File: src/rtl/spi_dout_shifter.sv
// ---------------------------------------------------------------------------
// spi_dout_shifter
//
// Sends the read-stage byte stream out on the SPI IO pads, MSB first, in
// x1, x2 or x4 mode. After an optional run of dummy clocks it fetches one
// byte per byte-time using rd_req. It keeps shifting until stop (CS# high)
// or reset.
//
// Optional feature: define DOUT_BYTE_CNT_EN to add the byte_cnt output and
// the CNT_W parameter. In the default build both are absent.
//
// Parameters
//   DUMMY_W    width of dummy_cnt (0 .. 2^DUMMY_W-1 dummy clocks)
//   CNT_W      width of byte_cnt (only with DOUT_BYTE_CNT_EN)
//
// Ports
//   sck        in   SPI clock; all state changes on posedge
//   rst_n      in   asynchronous active-low reset
//   start      in   1-cycle pulse that begins read-out (accepted in IDLE only)
//   stop       in   end of transaction (CS# deasserted), synchronous
//   io_mode    in   00=x1, 01=x2, 10=x4, 11=x1; latched at start
//   dummy_cnt  in   number of dummy clocks before first data; latched at start
//   data_in    in   byte from the read stage, consumed at the edge where rd_req=1
//   rd_req     out  combinational read strobe to the read stage
//   io_out     out  pad data (x1 on [1], x2 on [1:0], x4 on [3:0])
//   io_oe      out  pad output enables (x1=0010, x2=0011, x4=1111, else 0000)
//   byte_done  out  registered 1-cycle pulse after the last slot of each byte
//   byte_cnt   out  saturating count of completed bytes (DOUT_BYTE_CNT_EN)
// ---------------------------------------------------------------------------
module spi_dout_shifter #(
  parameter int unsigned DUMMY_W = 5
`ifdef DOUT_BYTE_CNT_EN
  , parameter int unsigned CNT_W = 16
`endif
) (
  input  logic               sck,
  input  logic               rst_n,
  input  logic               start,
  input  logic               stop,
  input  logic [1:0]         io_mode,
  input  logic [DUMMY_W-1:0] dummy_cnt,
  input  logic [7:0]         data_in,
  output logic               rd_req,
  output logic [3:0]         io_out,
  output logic [3:0]         io_oe,
  output logic               byte_done
`ifdef DOUT_BYTE_CNT_EN
  ,
  output logic [CNT_W-1:0]   byte_cnt
`endif
);

  typedef enum logic [1:0] {
    ST_IDLE  = 2'd0,
    ST_DUMMY = 2'd1,
    ST_SHIFT = 2'd2
  } state_t;

  state_t             r_state;
  state_t             w_next;
  logic [1:0]         r_mode;
  logic [7:0]         r_shreg;
  logic [2:0]         r_slot;
  logic [DUMMY_W-1:0] r_dcnt;
  logic               r_byte_done;

  logic               w_start_ok;
  logic [2:0]         w_last_slot;
  logic               w_last;
  logic [7:0]         w_shifted;
  logic               w_rd_req;
  logic [3:0]         w_io_out;
  logic [3:0]         w_io_oe;

  // Start counts only in IDLE, and stop in the same cycle cancels it.
  assign w_start_ok = (r_state == ST_IDLE) && start && !stop;

  // Per-mode slot count and shift step. The latched mode is never 11.
  always_comb begin
    w_last_slot = 3'd7;
    w_shifted   = {r_shreg[6:0], 1'b0};
    case (r_mode)
      2'b01: begin
        w_last_slot = 3'd3;
        w_shifted   = {r_shreg[5:0], 2'b00};
      end
      2'b10: begin
        w_last_slot = 3'd1;
        w_shifted   = {r_shreg[3:0], 4'b0000};
      end
      default: ;
    endcase
  end

  assign w_last = (r_slot == w_last_slot);

  // State register
  always_ff @(posedge sck or negedge rst_n) begin
    if (!rst_n) r_state <= ST_IDLE;
    else        r_state <= w_next;
  end

  // Next-state logic
  always_comb begin
    w_next = r_state;
    case (r_state)
      ST_IDLE: begin
        if (w_start_ok) w_next = (dummy_cnt == '0) ? ST_SHIFT : ST_DUMMY;
      end
      ST_DUMMY: begin
        if (stop)                            w_next = ST_IDLE;
        else if (r_dcnt == DUMMY_W'(1))      w_next = ST_SHIFT;
      end
      ST_SHIFT: begin
        if (stop) w_next = ST_IDLE;
      end
      default: w_next = ST_IDLE;
    endcase
  end

  // Output logic. rd_req is held low whenever stop is high: stop wins.
  always_comb begin
    w_rd_req = 1'b0;
    w_io_out = '0;
    w_io_oe  = '0;
    case (r_state)
      ST_IDLE:  w_rd_req = w_start_ok && (dummy_cnt == '0);
      ST_DUMMY: w_rd_req = !stop && (r_dcnt == DUMMY_W'(1));
      ST_SHIFT: begin
        w_rd_req = !stop && w_last;
        case (r_mode)
          2'b01: begin
            w_io_out = {2'b00, r_shreg[7:6]};
            w_io_oe  = 4'b0011;
          end
          2'b10: begin
            w_io_out = r_shreg[7:4];
            w_io_oe  = 4'b1111;
          end
          default: begin
            w_io_out = {2'b00, r_shreg[7], 1'b0};
            w_io_oe  = 4'b0010;
          end
        endcase
      end
      default: ;
    endcase
  end

  assign rd_req = w_rd_req;
  assign io_out = w_io_out;
  assign io_oe  = w_io_oe;

  // Datapath: shift register, slot counter, dummy counter, mode latch.
  // Every load (from IDLE, DUMMY or the last slot) goes through rd_req, so
  // a single load path covers all three cases.
  always_ff @(posedge sck or negedge rst_n) begin
    if (!rst_n) begin
      r_mode      <= '0;
      r_shreg     <= '0;
      r_slot      <= '0;
      r_dcnt      <= '0;
      r_byte_done <= 1'b0;
    end else begin
      r_byte_done <= (r_state == ST_SHIFT) && w_last;

      if (w_start_ok) begin
        r_mode <= (io_mode == 2'b11) ? 2'b00 : io_mode;
        r_dcnt <= dummy_cnt;
      end else if (r_state == ST_DUMMY) begin
        r_dcnt <= stop ? '0 : r_dcnt - DUMMY_W'(1);
      end

      if (w_rd_req) begin
        r_shreg <= data_in;
        r_slot  <= '0;
      end else if (r_state == ST_SHIFT) begin
        if (stop) begin
          r_shreg <= '0;
          r_slot  <= '0;
        end else begin
          r_shreg <= w_shifted;
          r_slot  <= r_slot + 3'd1;
        end
      end
    end
  end

  assign byte_done = r_byte_done;

`ifdef DOUT_BYTE_CNT_EN
  logic [CNT_W-1:0] r_byte_cnt;

  // Counts up on the same edge that raises byte_done, and stops at all ones.
  always_ff @(posedge sck or negedge rst_n) begin
    if (!rst_n) begin
      r_byte_cnt <= '0;
    end else if (w_start_ok) begin
      r_byte_cnt <= '0;
    end else if ((r_state == ST_SHIFT) && w_last && (r_byte_cnt != '1)) begin
      r_byte_cnt <= r_byte_cnt + CNT_W'(1);
    end
  end

  assign byte_cnt = r_byte_cnt;
`endif

endmodule

File: config.mk
export PLATFORM = sky130hd
export DESIGN_NAME = spi_dout_shifter
export DESIGN_NICKNAME = d
export VERILOG_FILES = /design/src/rtl/spi_dout_shifter.sv
export SDC_FILE = /design/constraint.sdc
export NUM_CORES = 1
export LEC_CHECK = 0
export ABC_AREA = 1
export CAP_MARGIN = 20
export CORE_ASPECT_RATIO = 0.9
export CORE_MARGIN = 3
export CORE_UTILIZATION = 52
export DETAILED_ROUTE_END_ITERATION = 10
export PLACE_DENSITY_LB_ADDON = 0.2
export SYNTH_ARGS = -nofsm -noshare
export SYNTH_HDL_FRONTEND = slang
export SYNTH_SLANG_ARGS = --single-unit
File: constraint.sdc
create_clock -name sck -period 1.9 [get_ports sck]
set_input_delay 0.19 -clock sck [delete_from_list [all_inputs] [get_ports sck]]
set_output_delay 0.19 -clock sck [all_outputs]
set_load 0.02 [all_outputs]
# Word-level counts from Yosys, hierarchy flattened
# Cells that the tools add are included.
# totals
word_cells	53
ff_bits	21
in_bits	19
out_inout_bits	10
# classes
add_sub_neg	2
reduce_logical	12
n_eq_ne	10
mux	23
# op_table
op	count
$mux 8	3
$pmux 4 s2	2
$pmux 8 s2	1
$mux 5	3
$mux 2	6
$mux 3	3
$mux 4	2
$eq 2x2->1 const B	3
$logic_and 1x1->1	6
$pmux 2 s3	1
$pmux 3 s2	1
$eq 5x1->1 const B	1
$logic_not 5->1	1
$sub 5x1->5 const B	1
$eq 2x1->1 const B	2
$ne 2x2->1 const B	2
$reduce_bool 2->1	2
$add 3x1->3 const B	1
$eq 3x3->1	1
$ne 3x3->1 const B	1
$pmux 1 s3	1
$reduce_and 3->1	1
$logic_not 2->1	1
$logic_not 1->1	1

# Depth between registers and ports, before layout
# Gate-level depths: netlist of the first run.
# logic_depth
word_depth	6
ltp_mapped	13
mapped_depth_nobuf	13

# Least setup slack after synthesis of the first run
# No wires, ideal clock.
# synth_timing
path_type	flip-flop to output port
from	register r_state[0]
to	output port io_out[0]
path_stages_with_launch	6
arrival_time_ps	1906
n_path_buf	0
required_time_ps	1710
path_slack_ps	-196
path_cell_list	dfrtp_1 -> inv_1 -> ha_1 -> inv_1 -> nor2_1 -> a21boi_0
# synth_via
elab_chain_cells	2
# synth_rtl
item	line_no	rtl
start, declared	59	state_t r_state;
start signal, assigned	100	else r_state <= w_next;
$eq 2x2->1	126	case (r_state)
$mux 4	126	
end, declared	44	output logic [3:0] io_out,
# No other way between the ends.

# Final worst setup path of the first run
# layout_timing
from	register r_state[0]
to	output port rd_req
# layout_via
elab_chain_cells	5
elab_cells_between_ends	7
classes_between	eq/ne (2); mux (1); reduce/logical (4)
# layout_rtl
item	line_no	rtl
$logic_not 2->1	76, 126	
$logic_and 1x1->1 (2 in series)	76	assign w_start_ok = (r_state == ST_IDLE) && start && !stop;
$logic_and 1x1->1	127	ST_IDLE: w_rd_req = w_start_ok && (dummy_cnt == '0);
$pmux 1 s3 *	126	
end, declared	43	output logic rd_req,
# Every way passes the cells marked *; elsewhere a longest branch is shown, timed or not.

==> qor.txt, run 1 <==
placed instance count = 299
worst-path maximum fanout = 2
Mean Syn Cell Area = 7.91 um^2
DR iter-0 viols = 86
share of cells above drive strength 1 = 31.4%
die area = 0.00379 mm^2
Post-Synthesis Cells = 203
diode count = 0
failing checks = negative setup slack
GRT Resource Usage Total = 24.1%
FF+latch area = 526 um^2
ys flop type = dfrtp_1
first-pass GRT wire length = 7040 um
Post-Syn Area = 0.00161 mm^2
RD Place Congestion = 0.832
TritonCTS Buffers = 3
htree depth = 1
commonest non-fill, non-tap cell in the layout = nand2_1
final setup fails = 1
Yosys reg bits = 21
I/O Buffers = 28
pre-CTS WS = -0.210 ns
Syn. warnings = 0
Critical Path AT = 1.76 ns
CTS tree = built
initial antenna violation count = 0
Worst Hold Class = input port to asynchronous set/reset pin
core footprint = 0.00284 mm^2
unrepaired setup endpoints after global routing = yes
Seq/Total Area, Yosys = 32.7%
antenna viol nets, final = 0
Pwr per Cell Area = 1260 mW/mm^2
nets = 293
number of synthesized flops with an enable pin = 0
Slew @ Worst Pin = 0.395 ns
post-synth top area share = 32.7%
Max-cap violations = 0
CP Class = flip-flop to output pin
Detail Placement HPWL = 3300 um
vias = 1593
commonest non-fill, non-tap cells in the layout = nand2_1 (53), buf_4 (35), inv_1 (26), dfrtp_1 (21), clkdlybuf4s50_1 (19)
non-filler cells in the finished layout = 304
Final Routed Wirelength = 4290 um
largest area contributor in the netlist = dfrtp_1
Startpoint Class = flip-flop
Net Count, Synth = 231
multi-input logic area = 965 um^2
Synth async-reset ratio = 100%
synth unique cells = 32
Max clock buf depth = 2
worst skew pair latency = 0.33 ns
ranking of synthesized cells by area = dfrtp_1 (33%), nand2_1 (12%), ha_1 (7.0%), nand3_2 (6.9%), inv_1 (6.8%)
largest net degree at the start of global routing = 22
Lkg Pwr = 1.09 nW
Worst Skew = 0.0101 ns
Setup WS post-layout = -0.0455 ns
post-DR wirelength/cell = 14.1 um
final worst-path cycle share = 102%
TritonRoute pass-1 iters = 4
Starting Density = 56.6%
clock root buffer = clkbuf_4
Hold Fails Final Rpt = 0
Max Fclk = 514 MHz
# clock sinks = 21
vias in the first global route = 1646
Peak VDD IR = 0.710 mV
Relative slew margins = 73.6%
Area Growth Syn to Fin = 37.8%
DRC Markers = 0
DIE HEIGHT = 58.7 um
total gr overflow = 0
I/O Pins = 29
Crit path required time = 1.71 ns
Cell Rows = 18
Die X = 64.6 um
Via density = 5.24
post-layout minimum cycle time = 1.95 ns
Clock transition at path regs = 0.13 ns
max-slew violations = 0
Fill cells = 195
status = complete, but fails checks
Crit. End Element = output pin
-- cell usage after synthesis (2+ instances only) --
library cell / instances
nand2_1: 53
o211ai_1: 8
ha_1: 9
dfrtp_1: 21
nand3_1: 16
o21ai_0: 5
o31ai_1: 2
nand3_2: 11
o21ai_1: 3
nor2_1: 9
nor3_1: 3
buf_4: 2
nand2_8: 2
inv_2: 5
nor2_4: 2
nand2_2: 2
a21oi_1: 3
xor2_1: 2
inv_1: 29
o221ai_1: 3
a21oi_2: 2
-- through the flow --
stage	util (%)	setup TNS (ns)	instance area, um^2	power, W	hold slack [ns]
2_1_floorplan	-	-0.0596	1610	0.00176	-0.106
3_3_place_gp	75.4	-0.239	2140	0.00229	0.505
3_5_place_dp	75.4	-0.782	2140	0.00239	0.523
4_1_cts	76.5	-0.0267	2170	0.00267	0.198
5_1_grt	78.0	-0.213	2210	0.00298	0.206
6_report	78.0	-0.0455	2210	0.00278	0.198
-- report_power, final --
| group | total (W) | internal (W) | switching [W] | leakage (nW) |
|---|---|---|---|---|
| Clock | 0.000231 | 0.0000807 | 0.000151 | 0.0139 |
| Sequential | 0.000805 | 0.000621 | 0.000184 | 0.274 |
| Combinational | 0.00174 | 0.000796 | 0.000947 | 0.806 |
| Total | 0.00278 | 0.00150 | 0.00128 | 1.09 |
-- repair_timing --
| action | 4_1_cts | 5_1_grt |
|---|---|---|
| buffers inserted | 1 | 0 |
| resized for setup | 33 | 18 |
| pin swaps | 0 | 0 |
| hold buffers | 0 | 0 |
| setup endpoints to repair | 9 | 10 |
-- path summary, 6_finish.rpt --
check	startpoint	endpoint	slack, ns	cells after the start
setup / recovery	r_state[0]	rd_req	-0.05	8
hold / removal	rst_n	r_dcnt[4]	0.20	2
setup reg to reg	r_state[0]	r_shreg[1]	0.13	12
hold reg to reg	r_shreg[7]	r_shreg[7]	0.54	2
max in group asynchronous	rst_n	r_shreg[7]	1.48	2
min in group sck	data_in[0]	r_shreg[0]	0.42	3
-- critical path, stage by stage, from the launching register on --
cell	delay, ns
dfrtp_1	0.41
inv_2	0.09
buf_4	0.11
ha_1	0.19
nand2_2	0.09
nor2_4	0.12
nand3_4	0.10
a21oi_4	0.18
buf_6	0.13
-- state kept, by name (all words and copies together) (netlist names) --
signal,cells
r_shreg,8
r_dcnt,5
r_slot,3
r_mode,2
r_state,2
byte_done,1
-- logic make-up after synthesis --
group                    synth area share [%]
flip-flops                               32.7
AND/OR/NAND/NOR                          35.9
XOR/XNOR                                 1.64
buffers and inverters                    11.1
adder cells (fa/ha/maj)                  7.01
AO/OA/AOI/OAI                            11.7
-- layer usage --
metal  GRT usage (%)  vias up  part of all wire, %
met4            4.52        0                 0.40
li1                -      781                    -
met2            45.0       49                   52
met3            6.49        5                  5.4
met1            28.0      758                   42
met5               0        -                    0
-- layout make-up --
type,instances,area share (%)
Clock buffer,3,1.02
Clock inverter,1,0.339
Inverter,34,5.77
Multi-Input combinational cell,143,43.6
Sequential cell,21,23.7
Tap cell,40,2.26
Timing Repair Buffer,62,23.3
No activity file was read; power rests on OpenSTA's default activity.
==> run 2, diff against run 1 <==
--- a/config.mk
+++ b/config.mk
@@ -7,9 +7,12 @@
 export LEC_CHECK = 0
 export ABC_AREA = 1
 export CAP_MARGIN = 20
+export CELL_PAD_IN_SITES_DETAIL_PLACEMENT = 0
+export CELL_PAD_IN_SITES_GLOBAL_PLACEMENT = 1
 export CORE_ASPECT_RATIO = 0.9
 export CORE_MARGIN = 3
-export CORE_UTILIZATION = 52
+export CORE_UTILIZATION = 38
+export CTS_CLUSTER_DIAMETER = 40
 export DETAILED_ROUTE_END_ITERATION = 10
 export PLACE_DENSITY_LB_ADDON = 0.2
 export SYNTH_ARGS = -nofsm -noshare
==> run 2 against run 1 <==
The flow now finishes without violations. Setup slack gained 0.10 ns. Largest power group unchanged. Combinational power barely moved. Via count down 1.8%. Hold slack better by 0.082 ns. Final area is 3.6% higher. Die area increased by 33%.
==> qor.txt, run 2 (same netlist as run 1, synthesis figures left out) <==
status = completed (was complete, but fails checks)
total gr overflow = 0 (unchanged)
commonest non-fill, non-tap cells in the layout = nand2_1 (52), buf_4 (40), inv_1 (26), dfrtp_1 (21), clkdlybuf4s50_1 (20) (was nand2_1 (53), buf_4 (35), inv_1 (26), dfrtp_1 (21), clkdlybuf4s50_1 (19))
core footprint = 0.00389 mm^2 (was 0.00284 mm^2)
largest net degree at the start of global routing = 22 (unchanged)
I/O Pins = 29 (unchanged)
Die X = 74.5 um (was 64.6 um)
Startpoint Class = flip-flop (unchanged)
Hold Fails Final Rpt = 0 (unchanged)
Cell Rows = 21 (was 18)
Detail Placement HPWL = 3240 um (was 3300 um)
antenna viol nets, final = 0 (unchanged)
vias in the first global route = 1542 (was 1646)
CP Class = flip-flop to output pin (unchanged)
Via density = 4.98 (was 5.24)
Max clock buf depth = 2 (unchanged)
first-pass GRT wire length = 7130 um (was 7040 um)
die area = 0.00505 mm^2 (was 0.00379 mm^2)
Max-cap violations = 0 (unchanged)
Finished Cell Area = 0.00229 mm^2 (was 0.00221 mm^2)
Starting Density = 41.3% (was 56.6%)
share of cells above drive strength 1 = 32.5% (was 31.4%)
post-DR wirelength/cell = 13.5 um (was 14.1 um)
htree depth = 1 (unchanged)
Worst Skew = 0.00959 ns (was 0.0101 ns)
Critical Path AT = 1.65 ns (was 1.76 ns)
DIE HEIGHT = 67.7 um (was 58.7 um)
I/O Buffers = 28 (unchanged)
Setup crit start = r_state[0] (unchanged)
Largest regs = r_shreg x8, r_dcnt x5, r_slot x3 (unchanged)
Relative slew margins = 74.9% (was 73.6%)
max reg flops = 8 (unchanged)
worst skew pair latency = 0.27 ns (was 0.33 ns)
max-slew violations = 0 (unchanged)
initial antenna violation count = 0 (unchanged)
TritonRoute pass-1 iters = 4 (unchanged)
Slew @ Worst Pin = 0.374 ns (was 0.395 ns)
Crit path required time = 1.71 ns (about the same)
Final Routed Wirelength = 4240 um (was 4290 um)
vias = 1565 (was 1593)
Area Growth Syn to Fin = 42.8% (was 37.8%)
final worst-path cycle share = 96.9% (was 102%)
diode count = 0 (unchanged)
Clock transition at path regs = 0.09 ns (was 0.13 ns)
final setup fails = 0 (was 1)
clock root buffer = clkbuf_8 (was clkbuf_4)
Crit. End Element = output pin (unchanged)
commonest non-fill, non-tap cell in the layout = nand2_1 (unchanged)
DRC Markers = 0 (unchanged)
# hold bufs at CTS = 0 (unchanged)
Peak VDD IR = 0.487 mV (was 0.710 mV)
TritonCTS Buffers = 3 (unchanged)
GRT Resource Usage Total = 18.5% (was 24.1%)
worst flop-to-flop path startpoint = r_state[0] (unchanged)
worst-path maximum fanout = 3 (was 2)
most flop-heavy register = r_shreg (unchanged)
post-layout minimum cycle time = 1.84 ns (was 1.95 ns)
Pwr per Cell Area = 1240 mW/mm^2 (was 1260 mW/mm^2)
DR iter-0 viols = 155 (was 86)
RD Place Congestion = 0.906 (was 0.832)
# clock sinks = 21 (unchanged)
CTS tree = built (unchanged)
Placed Area = 0.00216 mm^2 (was 0.00214 mm^2)
nets = 297 (was 293)
Worst Hold Class = input port to asynchronous set/reset pin (unchanged)
Final Hold Slack = 0.280 ns (was 0.198 ns)
Max Fclk = 543 MHz (was 514 MHz)
Lkg Pwr = 1.13 nW (was 1.09 nW)
[run 2: repair_timing]
item	in CTS	in global routing
resized for setup	26	17
setup buffers	0	3
endpoints found under the setup margin	8	17
pin swaps	0	5
[run 2: layout make-up]
class	instances	area [um^2]
inverter	34	128
multi-input combinational	143	977
timing repair buffer	66	557
tap	46	57.6
sequential	21	526
fill	352	1600
clock inverter	1	7.51
clock buffer	3	41.3
[run 2: worst max-delay path, cell delays in order (launching register included)]
cell and delay [ns]:
dfrtp_1 0.41, inv_2 0.09, ha_4 0.17, nand2_4 0.06
a21oi_4 0.12, nand3_2 0.10, nand2_2 0.09, nand2_4 0.06
a21oi_4 0.17, buf_6 0.14
[run 2: stage by stage]
step / total power, W / setup TNS (ns) / worst slack (ns) / cells / utilization [%]
6_report: 0.00284 / 0 / 0.0588 / 314 / 59.0
5_1_grt: 0.00308 / -0.0312 / -0.00890 / 314 / 59.0
4_1_cts: 0.00273 / 0 / 0.00181 / 311 / 56.9
3_5_place_dp: 0.00237 / -0.487 / -0.154 / 307 / 55.6
3_3_place_gp: 0.00232 / -0.300 / -0.116 / 307 / 55.6
2_1_floorplan: 0.00176 / -0.0596 / -0.0596 / 203 / -
[run 2: final timing paths]
kind,to,slack (ns),cells after the start
max in group asynchronous,r_shreg[6],1.38,2
max reg2reg,r_state[0],0.14,10
min reg2reg,r_shreg[7],0.53,2
max,rd_req,0.06,9
min in group sck,r_shreg[0],0.47,3
min,r_shreg[5],0.28,2
[run 2: power by group]
part / switching [W] / total, W / internal (W)
clock network: 0.000169 / 0.000318 / 0.000149
logic: 0.000919 / 0.00173 / 0.000810
registers: 0.000176 / 0.000798 / 0.000622
[run 2: routing by layer]
layer  GRT usage (%)  vias to the layer above  part of all wire (%)
li1                -                      788                     -
met3            3.13                        2                   3.8
met4            3.78                        0                  0.40
met1            25.5                      735                    48
met5               0                        -                     0
met2            30.3                       40                    47
